===== src/rtl/ds_pkg.sv =====
// ds_pkg - shared definitions for the block-averaging down-sampler.
//   state_t      : controller state encoding (IDLE, RD, DRAIN, WR, DONE)
//   clog2        : ceiling log2 usable in constant expressions
//   width_of     : counter width able to hold 0..count-1 (at least 1 bit)
//   round_term   : half-LSB constant added before the averaging shift
// Image-size derived constants (OUT_W, OUT_H, ACC_W) depend on module
// parameters and are therefore computed as localparams where they are used.
package ds_pkg;

    typedef enum logic [2:0] {
        ST_IDLE  = 3'd0,
        ST_RD    = 3'd1,
        ST_DRAIN = 3'd2,
        ST_WR    = 3'd3,
        ST_DONE  = 3'd4
    } state_t;

    function automatic int clog2(input int value);
        int r;
        r = 0;
        while ((1 << r) < value) begin
            r = r + 1;
        end
        return r;
    endfunction

    function automatic int width_of(input int count);
        int w;
        w = clog2(count);
        return (w < 1) ? 1 : w;
    endfunction

    // Sum of F*F samples is divided by 2**(2*log_f); rounding adds half of that.
    function automatic int round_term(input int log_f, input int round_en);
        if ((round_en != 0) && (log_f > 0)) begin
            return 1 << (2 * log_f - 1);
        end
        return 0;
    endfunction

endpackage


===== src/rtl/downsample_engine_if.sv =====
// downsample_engine_if - host handshake plus single-port data-memory bus.
//   start/abort : host -> engine requests
//   busy/done   : engine -> host status
//   DM_addr, to_DM, DM_rd, DM_wr : engine -> memory
//   DM_data     : memory -> engine, valid the cycle after DM_rd
// modport master = engine side, modport slave = host/memory side.
interface downsample_engine_if #(
    parameter int DATA_W = 8,
    parameter int ADDR_W = 18
);
    logic              start;
    logic              abort;
    logic              busy;
    logic              done;
    logic [DATA_W-1:0] DM_data;
    logic [ADDR_W-1:0] DM_addr;
    logic [DATA_W-1:0] to_DM;
    logic              DM_rd;
    logic              DM_wr;

    modport master (
        input  start, abort, DM_data,
        output busy, done, DM_addr, to_DM, DM_rd, DM_wr
    );

    modport slave (
        output start, abort, DM_data,
        input  busy, done, DM_addr, to_DM, DM_rd, DM_wr
    );
endinterface


===== src/rtl/ds_addr_gen.sv =====
// ds_addr_gen - block/tap counters and address generation.
//   clk, rst      : clock, asynchronous active-low reset
//   clear         : return all counters to zero
//   tap_adv       : step to the next tap inside the block (kx fastest, then ky)
//   pix_adv       : step to the next output pixel (ox fastest, then oy)
//   src_addr      : source address of the current tap (combinational)
//   dst_addr      : destination address of the current output pixel (combinational)
//   tap_home      : kx=ky=0 (tap counters have wrapped / not yet started)
//   pix_home      : ox=oy=0 (pixel counters have wrapped / not yet started)
// Both counter pairs wrap back to zero after their last value, so the
// controller recognises "block finished" and "image finished" by seeing the
// counters return home. All address arithmetic is modulo 2**ADDR_W.
module ds_addr_gen
    import ds_pkg::*;
#(
    parameter int ADDR_W   = 18,
    parameter int IMG_W    = 256,
    parameter int IMG_H    = 256,
    parameter int FACTOR   = 2,
    parameter int SRC_BASE = 0,
    parameter int DST_BASE = 65536
) (
    input  logic              clk,
    input  logic              rst,
    input  logic              clear,
    input  logic              tap_adv,
    input  logic              pix_adv,
    output logic [ADDR_W-1:0] src_addr,
    output logic [ADDR_W-1:0] dst_addr,
    output logic              tap_home,
    output logic              pix_home
);
    localparam int OUT_W = IMG_W / FACTOR;
    localparam int OUT_H = IMG_H / FACTOR;
    localparam int KW    = width_of(FACTOR);
    localparam int XW    = width_of(OUT_W);
    localparam int YW    = width_of(OUT_H);

    logic [KW-1:0] kx_q, kx_d, ky_q, ky_d;
    logic [XW-1:0] ox_q, ox_d;
    logic [YW-1:0] oy_q, oy_d;

    logic kx_last, ky_last, ox_last, oy_last;
    logic [ADDR_W-1:0] row_a, col_a;

    assign kx_last = (kx_q == KW'(FACTOR - 1));
    assign ky_last = (ky_q == KW'(FACTOR - 1));
    assign ox_last = (ox_q == XW'(OUT_W - 1));
    assign oy_last = (oy_q == YW'(OUT_H - 1));

    assign tap_home = (kx_q == '0) && (ky_q == '0);
    assign pix_home = (ox_q == '0) && (oy_q == '0);

    always_comb begin
        kx_d = kx_q;
        ky_d = ky_q;
        ox_d = ox_q;
        oy_d = oy_q;
        if (clear) begin
            kx_d = '0;
            ky_d = '0;
            ox_d = '0;
            oy_d = '0;
        end else begin
            if (tap_adv) begin
                if (kx_last) begin
                    kx_d = '0;
                    ky_d = ky_last ? '0 : ky_q + 1'b1;
                end else begin
                    kx_d = kx_q + 1'b1;
                end
            end
            if (pix_adv) begin
                if (ox_last) begin
                    ox_d = '0;
                    oy_d = oy_last ? '0 : oy_q + 1'b1;
                end else begin
                    ox_d = ox_q + 1'b1;
                end
            end
        end
    end

    always_ff @(posedge clk or negedge rst) begin
        if (!rst) begin
            kx_q <= '0;
            ky_q <= '0;
            ox_q <= '0;
            oy_q <= '0;
        end else begin
            kx_q <= kx_d;
            ky_q <= ky_d;
            ox_q <= ox_d;
            oy_q <= oy_d;
        end
    end

    always_comb begin
        row_a    = ADDR_W'(oy_q) * ADDR_W'(FACTOR) + ADDR_W'(ky_q);
        col_a    = ADDR_W'(ox_q) * ADDR_W'(FACTOR) + ADDR_W'(kx_q);
        src_addr = ADDR_W'(SRC_BASE) + row_a * ADDR_W'(IMG_W) + col_a;
        dst_addr = ADDR_W'(DST_BASE) + ADDR_W'(oy_q) * ADDR_W'(OUT_W) + ADDR_W'(ox_q);
    end

endmodule


===== src/rtl/downsample_engine.sv =====
// downsample_engine - averages FACTOR x FACTOR blocks of an IMG_W x IMG_H
// image in data memory and writes the reduced image back.
//   clk  : rising-edge clock
//   rst  : asynchronous active-low reset
//   bus  : downsample_engine_if.master (start/abort/busy/done + DM bus)
// Every output is registered. The address counters run one tap ahead of the
// bus: on the edge that issues a read they already advance, so during the
// last RD cycle they have wrapped home, which ends the read phase. The pixel
// counters advance on the DRAIN->WR edge, so a wrap seen in WR means the
// image is finished.
module downsample_engine
    import ds_pkg::*;
#(
    parameter int DATA_W   = 8,
    parameter int ADDR_W   = 18,
    parameter int IMG_W    = 256,
    parameter int IMG_H    = 256,
    parameter int FACTOR   = 2,
    parameter int SRC_BASE = 0,
    parameter int DST_BASE = 65536,
    parameter int ROUND    = 1
) (
    input  logic                 clk,
    input  logic                 rst,
    downsample_engine_if.master  bus
);
    localparam int LOG_F = clog2(FACTOR);
    localparam int SHIFT = 2 * LOG_F;
    localparam int ACC_W = DATA_W + SHIFT;
    localparam int RND   = round_term(LOG_F, ROUND);

    generate
        if (!((FACTOR == 1) || (FACTOR == 2) || (FACTOR == 4) || (FACTOR == 8))) begin : g_bad_factor
            $error("downsample_engine: FACTOR must be 1, 2, 4 or 8");
        end
        if ((IMG_W % FACTOR) != 0) begin : g_bad_width
            $error("downsample_engine: IMG_W must be a multiple of FACTOR");
        end
        if ((IMG_H % FACTOR) != 0) begin : g_bad_height
            $error("downsample_engine: IMG_H must be a multiple of FACTOR");
        end
    endgenerate

    state_t state_q, state_d;

    logic [ACC_W-1:0]  acc_q, acc_d, acc_sum;
    logic [ADDR_W-1:0] dm_addr_q, dm_addr_d;
    logic [DATA_W-1:0] to_dm_q, to_dm_d;
    logic              dm_rd_q, dm_rd_d;
    logic              dm_wr_q, dm_wr_d;
    logic              busy_q, busy_d;
    logic              done_q, done_d;
    logic              data_vld_q, data_vld_d;

    logic              tap_adv, pix_adv, cnt_clear;
    logic              tap_home, pix_home;
    logic [ADDR_W-1:0] src_addr, dst_addr;

    logic [ACC_W:0]    rounded, shifted;
    logic [DATA_W-1:0] pix_val;

    ds_addr_gen #(
        .ADDR_W   (ADDR_W),
        .IMG_W    (IMG_W),
        .IMG_H    (IMG_H),
        .FACTOR   (FACTOR),
        .SRC_BASE (SRC_BASE),
        .DST_BASE (DST_BASE)
    ) u_addr_gen (
        .clk      (clk),
        .rst      (rst),
        .clear    (cnt_clear),
        .tap_adv  (tap_adv),
        .pix_adv  (pix_adv),
        .src_addr (src_addr),
        .dst_addr (dst_addr),
        .tap_home (tap_home),
        .pix_home (pix_home)
    );

    // Read data arrives one cycle after its strobe; fold it in on that cycle.
    // The sum of F*F samples fits ACC_W bits, the rounding add needs one more.
    always_comb begin
        acc_sum = acc_q + (data_vld_q ? ACC_W'(bus.DM_data) : '0);
        rounded = {1'b0, acc_sum} + (ACC_W + 1)'(RND);
        shifted = rounded >> SHIFT;
        if (shifted > (ACC_W + 1)'({DATA_W{1'b1}})) begin
            pix_val = '1;
        end else begin
            pix_val = shifted[DATA_W-1:0];
        end
    end

    always_comb begin
        state_d   = state_q;
        acc_d     = acc_sum;
        dm_addr_d = dm_addr_q;
        to_dm_d   = to_dm_q;
        dm_rd_d   = 1'b0;
        dm_wr_d   = 1'b0;
        tap_adv   = 1'b0;
        pix_adv   = 1'b0;
        cnt_clear = 1'b0;

        case (state_q)
            ST_IDLE: begin
                if (bus.start) begin
                    state_d   = ST_RD;
                    acc_d     = '0;
                    dm_rd_d   = 1'b1;
                    dm_addr_d = src_addr;
                    tap_adv   = 1'b1;
                end
            end
            ST_RD: begin
                if (tap_home) begin
                    state_d = ST_DRAIN;
                end else begin
                    dm_rd_d   = 1'b1;
                    dm_addr_d = src_addr;
                    tap_adv   = 1'b1;
                end
            end
            ST_DRAIN: begin
                // acc_sum already contains the final sample here.
                state_d   = ST_WR;
                dm_wr_d   = 1'b1;
                dm_addr_d = dst_addr;
                to_dm_d   = pix_val;
                pix_adv   = 1'b1;
            end
            ST_WR: begin
                acc_d = '0;
                if (pix_home) begin
                    state_d = ST_DONE;
                end else begin
                    state_d   = ST_RD;
                    dm_rd_d   = 1'b1;
                    dm_addr_d = src_addr;
                    tap_adv   = 1'b1;
                end
            end
            ST_DONE: begin
                state_d = ST_IDLE;
            end
            default: begin
                state_d = ST_IDLE;
            end
        endcase

        // Abort cancels whatever was decided above, including a pending start.
        if (bus.abort) begin
            state_d   = ST_IDLE;
            acc_d     = '0;
            dm_addr_d = dm_addr_q;
            to_dm_d   = to_dm_q;
            dm_rd_d   = 1'b0;
            dm_wr_d   = 1'b0;
            tap_adv   = 1'b0;
            pix_adv   = 1'b0;
            cnt_clear = 1'b1;
        end

        busy_d     = (state_d != ST_IDLE);
        done_d     = (state_d == ST_DONE);
        data_vld_d = dm_rd_q && !bus.abort;
    end

    always_ff @(posedge clk or negedge rst) begin
        if (!rst) begin
            state_q    <= ST_IDLE;
            acc_q      <= '0;
            dm_addr_q  <= '0;
            to_dm_q    <= '0;
            dm_rd_q    <= 1'b0;
            dm_wr_q    <= 1'b0;
            busy_q     <= 1'b0;
            done_q     <= 1'b0;
            data_vld_q <= 1'b0;
        end else begin
            state_q    <= state_d;
            acc_q      <= acc_d;
            dm_addr_q  <= dm_addr_d;
            to_dm_q    <= to_dm_d;
            dm_rd_q    <= dm_rd_d;
            dm_wr_q    <= dm_wr_d;
            busy_q     <= busy_d;
            done_q     <= done_d;
            data_vld_q <= data_vld_d;
        end
    end

    assign bus.DM_addr = dm_addr_q;
    assign bus.to_DM   = to_dm_q;
    assign bus.DM_rd   = dm_rd_q;
    assign bus.DM_wr   = dm_wr_q;
    assign bus.busy    = busy_q;
    assign bus.done    = done_q;

endmodule


===== src/flat_wrapper.sv =====
// flat-port wrapper written by rule: the top's interface ports become plain ports
module downsample_engine_flat import ds_pkg::*;
#(
    parameter int DATA_W   = 8,
    parameter int ADDR_W   = 18,
    parameter int IMG_W    = 256,
    parameter int IMG_H    = 256,
    parameter int FACTOR   = 2,
    parameter int SRC_BASE = 0,
    parameter int DST_BASE = 65536,
    parameter int ROUND    = 1
)
  (clk, rst, bus_start, bus_abort, bus_DM_data, bus_busy, bus_done, bus_DM_addr, bus_to_DM, bus_DM_rd, bus_DM_wr);
  downsample_engine_if #(.DATA_W(DATA_W), .ADDR_W(ADDR_W)) bus_i ();
  input  logic clk;
  input  logic rst;
  input wire logic [$bits(bus_i.start)-1:0] bus_start;
  input wire logic [$bits(bus_i.abort)-1:0] bus_abort;
  input wire logic [$bits(bus_i.DM_data)-1:0] bus_DM_data;
  output wire logic [$bits(bus_i.busy)-1:0] bus_busy;
  output wire logic [$bits(bus_i.done)-1:0] bus_done;
  output wire logic [$bits(bus_i.DM_addr)-1:0] bus_DM_addr;
  output wire logic [$bits(bus_i.to_DM)-1:0] bus_to_DM;
  output wire logic [$bits(bus_i.DM_rd)-1:0] bus_DM_rd;
  output wire logic [$bits(bus_i.DM_wr)-1:0] bus_DM_wr;
  assign bus_i.start = bus_start;
  assign bus_i.abort = bus_abort;
  assign bus_i.DM_data = bus_DM_data;
  assign bus_busy = bus_i.busy;
  assign bus_done = bus_i.done;
  assign bus_DM_addr = bus_i.DM_addr;
  assign bus_to_DM = bus_i.to_DM;
  assign bus_DM_rd = bus_i.DM_rd;
  assign bus_DM_wr = bus_i.DM_wr;
  downsample_engine #(.DATA_W(DATA_W), .ADDR_W(ADDR_W), .IMG_W(IMG_W), .IMG_H(IMG_H), .FACTOR(FACTOR), .SRC_BASE(SRC_BASE), .DST_BASE(DST_BASE), .ROUND(ROUND)) u_core (.clk(clk), .rst(rst), .bus(bus_i));
endmodule

===== config.mk =====
export PLATFORM = sky130hd
export DESIGN_NAME = downsample_engine_flat
export DESIGN_NICKNAME = d
export VERILOG_FILES = /design/src/rtl/ds_pkg.sv /design/src/rtl/downsample_engine_if.sv /design/src/rtl/ds_addr_gen.sv /design/src/rtl/downsample_engine.sv /design/src/flat_wrapper.sv
export SDC_FILE = /design/constraint.sdc
export NUM_CORES = 1
export LEC_CHECK = 0
export BUFFER_PORTS_ARGS = -buffer_cell sky130_fd_sc_hd__buf_2
export CAP_MARGIN = 20
export CORE_ASPECT_RATIO = 1.1
export CORE_MARGIN = 10
export CORE_UTILIZATION = 40
export CTS_CLUSTER_SIZE = 10
export DETAILED_ROUTE_END_ITERATION = 8
export SETUP_SLACK_MARGIN = 0.3
export SLEW_MARGIN = 30
export SYNTH_ARGS = -nofsm -noshare
export SYNTH_HDL_FRONTEND = slang
export SYNTH_SLANG_ARGS = --single-unit

===== constraint.sdc =====
create_clock -name clk -period 2.6 [get_ports clk]
set_input_delay 0.52 -clock clk [delete_from_list [all_inputs] [get_ports clk]]
set_output_delay 0.52 -clock clk [all_outputs]
set_load 0.01 [all_outputs]

==> results.md, run 1 <==
* Yosys warnings at 0
* Prevailing post-synth register cell: dfrtp_1
* CP required at 2.81 ns
* Utilization after layout at 0.5320
* Final Hold Vio Count at 0
* Largest net degree at the start of global routing at 33
* Core ar. at 0.007828 sq mm
* Failing checks: negative setup slack
* H-tree Lvls at 3
* Worst-Margin Slew at 0.6698 ns
* Die Wd at between 100 and 150 um
* Pins Over Slew Limit at 0
* ANT cells at 0
* CTS buffer count at 9
* Most common cell after layout, fill and taps aside: dfrtp_1
* # port buffers at 40
* Pwr per Cell Area at 734.3 mW/mm^2
* Post-route cell area at between 0.004 and 0.005 sq mm
* Mean post-synth cell area at 9.665 sq um
* Skew-Pair Late Insertion Delay at 0.34 ns
* Drc violations at 0
* Top cells by area, synth: dfrtp_1 (46%), ha_1 (5.1%), nor2_1 (4.6%), mux2i_1 (4.1%), nand2_1 (3.9%)
* Worst path buffer plus inverter count at 2
* Crit path cell chain: and2_4 > ha_4 > inv_2 > fa_2 > nand2b_4 > a21oi_4 > a31oi_4 > o311a_4 > nor4_4 > buf_6 > and4_1 > o31ai_2
* Leakage power at 2.012 nW
* Crit-path max FO at 6
* Count of cell types in the netlist at 54
* I/O pin cnt at 42
* GRT Total Usage at 0.1319
* Detailed placement HPWL at 5448 um
* Rel. slew slack at 0.5535
* Post-synth top area share at 0.4629
* Post-Syn Instances at 330
* Post-Layout Cell Count at 516
* Slowest CP cell: o311a_4
* Share of cells above drive strength 1 at 0.3162
* CTS tree: yes
* Placed instance count at 492
* Peak supply drop at between 400 and 500 uV
* Vias per cell at 5.016
* Total negative setup slack at -0.4682 ns
* GPL Wtd Cong at 0.9042
* Initial antenna violation count at 0
* CTS sink cnt at just under 60
* Clk Tree Root Cell: clkbuf_8
* Crit end category: flop
* Number of global-route vias before repair at 2688
* CTS Hold Bufs at 0
* Total die area at 0.01195 sq mm
* Drt pass-1 iters at 4
* Final clock skew at 0.007802 ns
* Status: finished with violations
* Commonest cells after routing, fill and taps aside: dfrtp_1 (59), buf_2 (40), nor2_1 (38)
* Die Span Y at 113.7 um
* Synth area leader: dfrtp_1
* Fmax at ~370 MHz
* Crit-path leading delay family: simple AND/OR/NAND/NOR gates
* Post-synthesis sequential area ratio at 0.4629
* Startpoint Class: flop
* Syn nets at 356
* Area post-placement at 0.003721 sq mm
* Row cnt at 34
* Routed wire length at 7626 um
* Count of nets after finishing at 429
* Max-capacitance violation count at 0
* Area of the mapped netlist at 0.003189 sq mm
* P&R area growth vs syn at 30.56%
* Tmin final at 2.710 ns
* EDFF count, synth at 0
* Starting Density at 0.4074
* RSZ-0062 raised after global routing: true
* Clock buffer depth at 2
* Crit-path max cell delay at a little under 0.4 ns
* Hold Crit Class: in -> async
* Worst setup margin at -0.1101 ns
* Antenna Nets Post-Route at 0
* Routed length per instance at 14.78 um
* 1st-iter DRT viols at 89
* Clock-pin slew of the registers on the worst-case setup and hold paths at 0.07 ns
* Final setup viols at 8
* Post-synthesis register bit count at between 50 and 60
* Final cycle utilization of the critical path at 1.042
* Async S/R FF share, synth at 1.000
* Via Count at 2588
* Critical path start-end classification: reg -> reg
* Crit path DAT at 2.92 ns
* Pwr Total at 3.058 mW
* Congestion Overflow GR at 0
* First-pass GRT wire length at about 13000 um
==> sequential cells by signal, indices dropped and copies added (netlist names) <==
register and cells:
u_core.acc_q 10, u_core.bus.DM_addr 17, u_core.bus.DM_rd 1, u_core.bus.DM_wr 1, u_core.bus.busy 1, u_core.bus.done 1, u_core.bus.to_DM 8, u_core.data_vld_q 1
u_core.state_q 3, u_core.u_addr_gen.kx_last 1, u_core.u_addr_gen.ky_last 1, u_core.u_addr_gen.ox_q 7, u_core.u_addr_gen.oy_q 7
==> report_power, final <==
group | switching (mW) | leakage [nW] | internal [mW]
Clock | 0.372 | 0.133 | 0.714
Sequential | 0.0846 | 0.803 | 1.05
Combinational | 0.481 | 1.08 | 0.358
Total | 0.938 | 2.01 | 2.12
==> final timing paths <==
path,from,endpoint,slack (ns),depth (start not counted)
max in group asynchronous,rst,u_core.bus.DM_addr[8],1.78,2
max,u_core.data_vld_q,u_core.bus.to_DM[7],-0.11,12
min in group clk,u_core.bus.to_DM[7],u_core.bus.to_DM[7],0.48,2
min reg2reg,u_core.bus.to_DM[7],u_core.bus.to_DM[7],0.48,2
min,rst,u_core.data_vld_q,0.21,1
max reg2reg,u_core.data_vld_q,u_core.bus.to_DM[7],-0.11,12
==> cells by family after synthesis <==
| kind of cell | share of synthesized area |
|---|---|
| and+or+nand+nor | 0.2009 |
| AOI/OAI and AO/OA | 0.1467 |
| DFF | 0.4629 |
| buffers and inverters | 0.03570 |
| xor gates and xnor gates | 0.05453 |
| adders and majority gates | 0.05728 |
| muxes | 0.04080 |
| other | 0.001176 |
==> per-layer routing <==
layer | global-route usage | share of wire
met5 | 0 | 0
met2 | 0.2285 | 0.52
met1 | 0.1457 | 0.41
met3 | 0.04343 | 0.048
met4 | 0.05586 | 0.020
==> cell type report <==
cell class	count	area (sq um)
clock buffers	12	165.2
clock inverters	4	95.09
fillers	736	3664
inverters	15	56.30
multi-input cells	242	1733
flip-flops and latches	59	1476
well taps	108	135.1
repair buffers	76	503.0
==> worst register-to-register path: stages (launching register included) <==
cell and delay (ns):
dfrtp_1 0.38, and2_4 0.16, ha_4 0.13, inv_2 0.04, fa_2 0.33, nand2b_4 0.16, a21oi_4 0.18, a31oi_4 0.12
o311a_4 0.39, nor4_4 0.28, buf_6 0.16, and4_1 0.20, o31ai_2 0.06
==> timing repair <==
| action | 4_1_cts | 5_1_grt |
|---|---|---|
| resized for setup | 4 | 17 |
| pin swaps | 9 | 15 |
| endpoints found under the setup margin | 10 | 13 |
| buffers inserted | 3 | 5 |
==> cell usage after synthesis, types with 2 or more instances <==
library cell and number:
mux2i_1 13, a22o_1 2, nand4_1 4, nand2_1 33, nor3_1 2, and2_1 8, nor2_1 39, o31ai_2 2
xnor2_1 8, ha_1 13, a31oi_1 5, nand2b_1 2, clkbuf_1 11, nand3_1 6, and3_1 5, nor3b_1 2
a211oi_1 3, nor4_1 4, xor2_1 10, or2_2 3, or3_1 5, nor2b_1 7, dfrtp_1 59, o21ai_0 20
a21oi_1 20, inv_1 14, a21o_1 3
==> per-stage QoR <==
step	setup WS [ns]	hold WS [ns]
global placement	-0.1922	0.4577
CTS	-0.03873	0.2162
detailed placement	-0.2131	0.4676
finish	-0.1101	0.2068
global route	-0.2243	0.2433
floorplan	0.007960	0.2244
(Power assumes the default switching activity.)
==> run 2, diff against run 1 <==
- CELL_PAD_IN_SITES_DETAIL_PLACEMENT: not set -> 1
- CELL_PAD_IN_SITES_GLOBAL_PLACEMENT: not set -> 1
- PLACE_DENSITY_LB_ADDON: not set -> 0.1
==> results.md, run 2 (synthesized netlist as in run 1, its figures left out) <==
* Status: finished with violations
* Failing checks: negative setup slack
* Net Sw Frac at 0.3435 (+0.03675)
* RSZ-0062 raised after global routing: true
* CP required at 2.81 ns (about the same)
* GPL Wtd Cong at 0.8236 (-8.9%)
* First-pass GRT wire length at 14620 um (+14%)
* Count of nets after finishing at 436 (+1.6%)
* Most common cell after layout, fill and taps aside: dfrtp_1
* Congestion Overflow GR at 0 (unchanged)
* Hold slack at 0.2672 ns (+0.06037 ns)
* Drt pass-1 iters at 4 (unchanged)
* Crit-path max FO at 6 (unchanged)
* I/O pin cnt at 42 (unchanged)
* Drc violations at 0 (unchanged)
* Worst-Margin Slew at 0.7945 ns (+0.1247 ns)
* P&R area growth vs syn at 30.99%
* Routed length per instance at 16.71 um (+13%)
* Total die area at 0.01195 sq mm (unchanged)
* Area post-placement at 0.003754 sq mm (+0.87%)
* Crit path DAT at 2.90 ns (-0.02 ns)
* Vias per cell at 5.073 (+1.1%)
* Filler Cell Count at 930 (+26%)
* CTS sink cnt at 59 (unchanged)
* Row cnt at 34 (unchanged)
* Max-capacitance violation count at 0 (unchanged)
* Fmax at 370.9 MHz (+0.53%)
* Initial antenna violation count at 0 (unchanged)
* Die Span Y at 113.7 um (unchanged)
* Commonest cells after routing, fill and taps aside: dfrtp_1 (58), buf_2 (40), nor2_1 (37), buf_4 (37), nand2_1 (33)
* Final Hold Vio Count at 0 (unchanged)
* Clock buffer depth at 2 (unchanged)
* Skew-Pair Late Insertion Delay at 0.33 ns (about the same)
* Clock-pin slew of the registers on the worst-case setup and hold paths at 0.07 ns (about the same)
* Routed wire length at 8740 um (+15%)
* Via Count at 2653 (+2.5%)
* Startpoint Class: flop
* Comb pwr share at 0.322 (+0.047)
* Post-route cell area at 0.004178 sq mm (+0.33%)
* Detailed placement HPWL at 6052 um (+11%)
* Crit end category: flop
* Core ar. at 0.007828 sq mm (unchanged)
* Pwr Total at 2.775 mW (-9.3%)
* Number of global-route vias before repair at 2852 (+6.1%)
* Multi-input gate area at 0.001782 sq mm (+2.8%)
* Clk Tree Root Cell: clkbuf_8
* # port buffers at 40 (unchanged)
* Hold Crit Class: in -> async
* Largest net degree at the start of global routing at 36 (+9.1%)
* Max reg flops at 17 (unchanged)
* Share of cells above drive strength 1 at 0.3229 (+0.006715)
* Die Wd at 105.1 um (unchanged)
* GRT Total Usage at 0.1510 (+0.01909)
* ANT cells at 0 (unchanged)
* Crit path launch: u_core.data_vld_q
* Pins Over Slew Limit at 0 (unchanged)
* Final cycle utilization of the critical path at 1.037 (-0.005507)
* Pre-CTS setup slack at -0.2217 ns (-0.008596 ns)
* Pwr per Cell Area at 664.2 mW/mm^2 (-9.6%)
* Critical path start-end classification: reg -> reg
* Int Power at 1.822 mW (-14%)
* Worst r2r src: u_core.data_vld_q
* 1st-iter DRT viols at 85 (-4.5%)
* Final clock skew at 0.01121 ns (+0.003411 ns)
* Final setup viols at 7 (-1)
* Register area at 0.001478 sq mm (about the same)
* Worst setup margin at -0.09579 ns (+0.01432 ns)
* Peak supply drop at 249.2 uV (-47%)
* H-tree Lvls at 3 (unchanged)
* Switch Pwr at 0.9531 mW (+1.6%)
* CTS Hold Bufs at 0 (unchanged)
* CTS tree: yes
* Leakage power at 2.012 nW (about the same)
* Tmin final at 2.696 ns (-0.01432 ns)
* Rel. slew slack at 0.4703 (-0.08311)
* Clk pwr share at 0.265 (-0.090)
* Antenna Nets Post-Route at 0 (unchanged)
* Starting Density at 0.4074 (unchanged)
* Sequential share of power at 0.413 (+0.043)
* CTS buffer count at 9 (unchanged)
==> run 2: worst max-delay path, cell delays in order (launching register included) <==
cell	delay, ns
dfrtp_2	0.43
and2_4	0.17
ha_4	0.12
inv_2	0.03
fa_2	0.33
nand2b_4	0.15
a21oi_4	0.19
buf_6	0.13
a31o_4	0.14
o311a_4	0.20
nor4_4	0.04
buf_6	0.14
buf_6	0.11
a2111oi_4	0.31
nor2_2	0.07
==> run 2: final timing paths <==
kind                            slack, ns                     to  cells past startpoint
worst max-delay path                 -0.1    u_core.bus.to_DM[4]                     14
worst min-delay path                 0.27        u_core.acc_q[1]                      1
worst max register to register       -0.1    u_core.bus.to_DM[4]                     14
worst min register to register       0.47  u_core.bus.DM_addr[5]                      2
max in group asynchronous            1.65    u_core.bus.to_DM[6]                      2
min in group clk                     0.47  u_core.bus.DM_addr[5]                      2
==> run 2: routing by layer <==
layer	vias to the layer above	track usage	share of wire
met5	-	0	0
met4	0	0.06868	0.029
met3	18	0.03271	0.027
met2	37	0.2723	0.54
met1	1304	0.1665	0.41
li1	1294	-	-
==> run 2: area by class of cell <==
| cell class | count | area share |
|---|---|---|
| multi-input cells | 242 | 0.4265 |
| flip-flops and latches | 59 | 0.3537 |
| repair buffers | 83 | 0.1327 |
| clock buffers | 14 | 0.03893 |
| well taps | 108 | 0.03235 |
| inverters | 15 | 0.01348 |
| clock inverters | 2 | 0.002396 |
==> run 2: timing repair <==
action | in CTS | in global routing
endpoints found under the setup margin | 9 | 13
pin swaps | 12 | 9
setup buffers | 6 | 3
gates resized for setup | 19 | 13
==> run 2: per-stage QoR <==
stage	setup TNS (ns)	utilization	instances
after detailed placement	-1.526	0.4795	498
after floorplan	0	-	330
after CTS	-0.2489	0.5245	520
after global placement	-1.260	0.4795	498
after global routing	-1.307	0.5337	523
final	-0.3489	0.5337	523
==> run 2: power groups by stage <==
stage / clock network (mW) / registers (mW) / logic, mW
2_1_floorplan: 0 / 1.18 / 0.467
3_3_place_gp: 0 / 1.16 / 0.814
3_5_place_dp: 0 / 1.16 / 0.831
4_1_cts: 0.766 / 1.15 / 0.856
5_1_grt: 0.813 / 1.17 / 0.991
6_report: 0.736 / 1.15 / 0.893
